`src/rtl/conv_encoder_213.sv`:
```
// ---------------------------------------------------------------------------
// conv_encoder_213
//
// Rate-1/2, constraint-length-3 (2,1,3) convolutional encoder. A parallel
// frame of FRAME_LEN information bits is loaded, serialised MSB first, and
// each bit produces one 2-bit code symbol. Two zero tail bits are appended
// so the trellis always ends in state 00 for the matching Viterbi decoder.
//
// Ports
//   clk          system clock, rising edge
//   rst          synchronous active-high reset
//   frame_in     information bits, bit FRAME_LEN-1 transmitted first
//   frame_valid  frame_in valid; loaded when frame_valid && frame_ready
//   frame_ready  encoder idle, can accept a frame
//   tx           current code symbol {G0 output, G1 output}
//   seq_rdy      tx holds a valid symbol
//   data_ack     sink accepts tx; transfer when seq_rdy && data_ack
//   enc_state    encoder shift register {s1, s0}, s1 most recent bit
//   frame_done   one-cycle pulse after the last tail symbol transfers
// ---------------------------------------------------------------------------
module conv_encoder_213 #(
  parameter int         FRAME_LEN = 8,
  parameter logic [2:0] G0        = 3'b111,
  parameter logic [2:0] G1        = 3'b101
) (
  input  logic                 clk,
  input  logic                 rst,
  input  logic [FRAME_LEN-1:0] frame_in,
  input  logic                 frame_valid,
  output logic                 frame_ready,
  output logic [1:0]           tx,
  output logic                 seq_rdy,
  input  logic                 data_ack,
  output logic [1:0]           enc_state,
  output logic                 frame_done
);

  localparam int CNT_W = (FRAME_LEN < 1) ? 1 : $clog2(FRAME_LEN + 1);
  localparam logic [CNT_W-1:0] LAST_DATA = CNT_W'(FRAME_LEN - 1);
  localparam logic [CNT_W-1:0] LAST_TAIL = CNT_W'(1);

  typedef enum logic [1:0] {
    S_IDLE,
    S_ENCODE,
    S_TAIL,
    S_DONE
  } state_e;

  state_e               state_q, state_d;
  logic [FRAME_LEN-1:0] frame_q, frame_d;
  logic [CNT_W-1:0]     cnt_q,   cnt_d;
  logic [1:0]           enc_q,   enc_d;

  logic       busy;
  logic       xfer;
  logic       u;
  logic [2:0] w;

  // Next-state logic. Tail bits reuse the data path with u forced to 0.
  always_comb begin
    // NOTE: every signal assigned here gets a default first, so no path
    // leaves a value unassigned and no latch is inferred.
    busy    = (state_q == S_ENCODE) || (state_q == S_TAIL);
    xfer    = busy && data_ack;
    u       = (state_q == S_ENCODE) && frame_q[FRAME_LEN-1];
    w       = {u, enc_q};
    state_d = state_q;
    frame_d = frame_q;
    cnt_d   = cnt_q;
    enc_d   = enc_q;

    unique case (state_q)
      S_IDLE: begin
        if (frame_valid) begin
          frame_d = frame_in;
          enc_d   = 2'b00;
          cnt_d   = '0;
          state_d = S_ENCODE;
        end
      end
      S_ENCODE: begin
        if (xfer) begin
          enc_d   = {u, enc_q[1]};
          frame_d = frame_q << 1;
          if (cnt_q == LAST_DATA) begin
            cnt_d   = '0;
            state_d = S_TAIL;
          end else begin
            cnt_d = cnt_q + 1'b1;
          end
        end
      end
      S_TAIL: begin
        if (xfer) begin
          enc_d = {1'b0, enc_q[1]};
          if (cnt_q == LAST_TAIL) begin
            cnt_d   = '0;
            state_d = S_DONE;
          end else begin
            cnt_d = cnt_q + 1'b1;
          end
        end
      end
      S_DONE:  state_d = S_IDLE;
      default: state_d = S_IDLE;
    endcase
  end

  // Reset wins over any load or transfer in the same cycle, discarding a
  // partial frame without a frame_done pulse.
  always_ff @(posedge clk) begin
    // NOTE: state registers use non-blocking assignments so every flop
    // samples the pre-edge values, independent of statement order.
    if (rst) begin
      state_q <= S_IDLE;
      frame_q <= '0;
      cnt_q   <= '0;
      enc_q   <= 2'b00;
    end else begin
      state_q <= state_d;
      frame_q <= frame_d;
      cnt_q   <= cnt_d;
      enc_q   <= enc_d;
    end
  end

  // Outputs decode registered state only; tx is therefore stable for as
  // long as the sink holds off data_ack.
  assign frame_ready = (state_q == S_IDLE);
  assign seq_rdy     = busy;
  assign frame_done  = (state_q == S_DONE);
  assign enc_state   = enc_q;
  assign tx          = busy ? {^(w & G0), ^(w & G1)} : 2'b00;

endmodule
```
`config.mk`:
```
export PLATFORM = sky130hd
export DESIGN_NAME = conv_encoder_213
export DESIGN_NICKNAME = d
export VERILOG_FILES = /design/src/rtl/conv_encoder_213.sv
export SDC_FILE = /design/constraint.sdc
export NUM_CORES = 1
export LEC_CHECK = 0
export ABC_AREA = 1
export CORE_MARGIN = 5
export CORE_UTILIZATION = 40
export CTS_BUF_LIST = sky130_fd_sc_hd__clkbuf_16
export DETAILED_ROUTE_END_ITERATION = 10
export GPL_ROUTABILITY_DRIVEN = 0
export REMOVE_ABC_BUFFERS = 1
export SLEW_MARGIN = 20
export SYNTH_ARGS = -nofsm -noshare
export SYNTH_HDL_FRONTEND = slang
export SYNTH_SLANG_ARGS = --single-unit
```
`constraint.sdc`:
```
create_clock -name clk -period 3.6 [get_ports clk]
set_input_delay 1.08 -clock clk [delete_from_list [all_inputs] [get_ports clk]]
set_output_delay 1.08 -clock clk [all_outputs]
set_load 0.01 [all_outputs]
```
==> key figures <==
CTS
  • Skew-Pair Late Insertion Delay: roughly 240 ps
  • Buffer depth of the longest clock path: 2
  • Cts hold-fix bufs: 0
  • Post-CTS setup buffers: 0
  • Cts bufs inserted: 3
  • H-tree levels: 1
  • Reg clk slew, reported paths: 50 ps
  • Clock Sink Count: 16
  • Resize count post-CTS: 0
  • Clk root buf: clkbuf_16
  • TritonCTS clock tree: built

Route
  • Routed Antenna Nets: 0
  • First-pass iteration count of the detailed router: 4
  • DRC Markers: 0
  • Via-per-instance ratio: approximately 4.9
  • Wirelength, routed: approximately 2.2 mm
  • Routed wire length per instance: roughly 11 um
  • Iter 0 DRT Violations: 21
  • Total number of vias: roughly 940

STA
  • RSZ-0062 raised after global routing: false
  • Headroom to the max-slew limit: between 70% and 80%
  • Hold Vio Cnt, Final: 0
  • Peak Freq: around 330 MHz
  • Worst-Margin Slew: about 360 ps
  • Clock Skew: approximately 0.6 ps
  • Setup violations, final: 0
  • Fin. max-slew vios: 0
  • Setup TNS: 0 ps
  • Period utilization: 85.03%
  • Final worst path period need: between 3000 and 4000 ps

Floorplanning
  • Die Wd: a little under 60 um
  • Die Span Y: just under 60 um
  • Boundary Pins: 19
  • Core Box Area: between 2000 and 2500 um2
  • Initial core utilization: approximately 43%
  • Die Area: around 3500 um2
  • Num rows: 17

Final layout
  • N_diodes: 0
  • Syn-to-layout area delta: 29.34%
  • Share of cells above drive strength 1: between 6 and 7%
  • # fillers: around 240
  • Utilization after layout: roughly 55%
  • Fin cells: roughly 190
  • Nets: around 190
  • Final Cell Area: about 1200 um2

Setup path
  • CP Cell Sequence: inv_1 > ha_1 > nand2_1 > xor2_1 > xor2_1 > nor2_1 > clkdlybuf4s50_1
  • Worst Path Arrival: 1980 ps
  • Slowest cell on crit path: clkdlybuf4s50_1
  • Critical Path RT: 2520 ps
  • Worst setup SP type: register
  • Crit Path Class: reg -> out
  • Most common cell on crit path: xor2_1
  • Crit end category: output pin
  • Buf+Inv Stages, Crit Path: 2
  • Max Fanout on Critical Path: 5
  • Slowest stage delay, CP: 540 ps
  • Critical path's top delay family: buffers and inverters

Global routing
  • Initial antenna violation count: 0
  • GRT Util Overall: approximately 14%
  • First-pass GRT wire length: 3.808 mm
  • Largest net degree at the start of global routing: 13
  • Remaining Overflow, GRT: 0
  • Vias in the first global route: around 900

Placed design
  • IO buf count: 18
  • DP Area: between 1000 and 1500 um2
  • Post-DP HPWL: between 1.5 and 2 mm
  • Placed instance count: 190

Power
  • Pwr Density: roughly 950 nW/um2
  • Tot Pwr: between 1 and 1.5 mW
  • VDD IR-drop max: 0.4818 mV
  • Leakage: ~0.56 nW

Synthesis
  • Post-Synthesis Cells: ~150
  • Seq/Total Area, Yosys: 33.68%
  • Area contributors post-synth: dfxtp_1 (34%), nand2_1 (17%), nor2_1 (13%)
  • Synth Area per Inst: between 6 and 7 um2
  • Synth cell types: 17
  • Seq cells post-synth: 16
  • Synth warn: 0
  • Mapped cell area: about 950 um2
  • Top-area cell type share of the netlist area: about 34%
  • Post-synth top area cell: dfxtp_1

Flow run
  • Total of max-cap violations: 0

Status
  • Status: finished clean

Hold path
  • Min-delay worst type: reg -> reg
==> cell families (layout without fill, tap and decap cells) <==
logic type | Yosys count | after routing | synth area share [%]
XOR/XNOR | 2 | 2 | 1.842
buffers and inverters | 15 | 35 | 7.106
AO/OA/AOI/OAI | 17 | 17 | 8.947
adder cells (fa/ha/maj) | 7 | 7 | 9.210
AND/OR/NAND/NOR | 89 | 89 | 39.21
flip-flops | 16 | 16 | 33.68
==> power by group <==
group          leakage, nW  total, mW  internal (mW)  switching [mW]
combinational        0.393      0.654          0.250           0.404
clock               0.0385      0.221          0.148          0.0732
sequential           0.132      0.291          0.244          0.0467
total                0.563       1.17          0.642           0.524
==> state kept, by name, indices dropped and copies added, names as in the netlist <==
| signal | count |
|---|---|
| enc_state | 2 |
| cnt_q | 4 |
| state_q | 2 |
| frame_q | 8 |
==> synthesized netlist by cell type <==
cell type,count
nand2_4,1
nor2_1,33
xor2_1,2
nand3_1,7
buf_4,1
dfxtp_1,16
ha_1,7
a21oi_1,5
nand2_2,2
o21ai_0,12
inv_2,2
nor2_4,2
buf_6,1
nand4_1,1
inv_1,10
nand2_1,43
clkbuf_1,1
==> tightest hold or removal path, stage by stage, from the launching register on <==
cell,delay [ps]
dfxtp_1,310
nand2_1,60
a21oi_1,60
==> final timing paths <==
check / end / slack [ps] / cells past startpoint / startpoint
worst min register to register: frame_q[0]$_SDFFE_PP0P_ / 480 / 2 / frame_q[0]$_SDFFE_PP0P_
worst max register to register: enc_state[1]$_SDFFE_PP0P_ / 1840 / 9 / state_q[0]$_SDFFE_PP0P_
worst max-delay path: tx[1] / 540 / 7 / state_q[1]$_SDFFE_PP0P_
worst min-delay path: frame_q[0]$_SDFFE_PP0P_ / 480 / 2 / frame_q[0]$_SDFFE_PP0P_
==> stage by stage <==
step	setup WS (ps)	hold slack, ps
global route	398.6	494.0
detailed placement	799.9	464.0
finish	539.0	476.3
floorplan	1159	438.5
CTS	516.4	475.4
global placement	864.1	459.1
==> cells in the final DEF, fill, tap and decap left out <==
master	netlist	routed
nand4_1	1	1
dfxtp_1	16	16
nand2_1	43	43
nand2_2	2	2
clkinv_1	0	1
buf_4	1	1
nor2_4	2	2
o21ai_0	12	12
inv_1	10	10
a21oi_1	5	5
nor2_1	33	33
clkbuf_16	0	3
nand3_1	7	7
xor2_1	2	2
clkdlybuf4s50_1	0	18
nand2_4	1	1
inv_2	2	2
ha_1	7	7
==> area by class of cell <==
class                      instances  area [um2]  area share (%)
sequential                        16       320.3           26.04
multi-input combinational        115       563.0           45.78
timing repair buffer              19       187.7           15.26
clock buffer                       3       75.07           6.104
clock inverter                     1       3.754          0.3052
tap                               28       35.03           2.848
inverter                          12       45.04           3.662
==> per-layer routing <==
metal	wire (um)	GRT usage [%]	vias up
li1	-	-	496
met1	965	16.16	430
met2	1134	25.39	15
met3	69	2.851	2
met4	13	3.883	0
met5	0	0	-
Note: power is estimated with default switching activity, not from simulation.
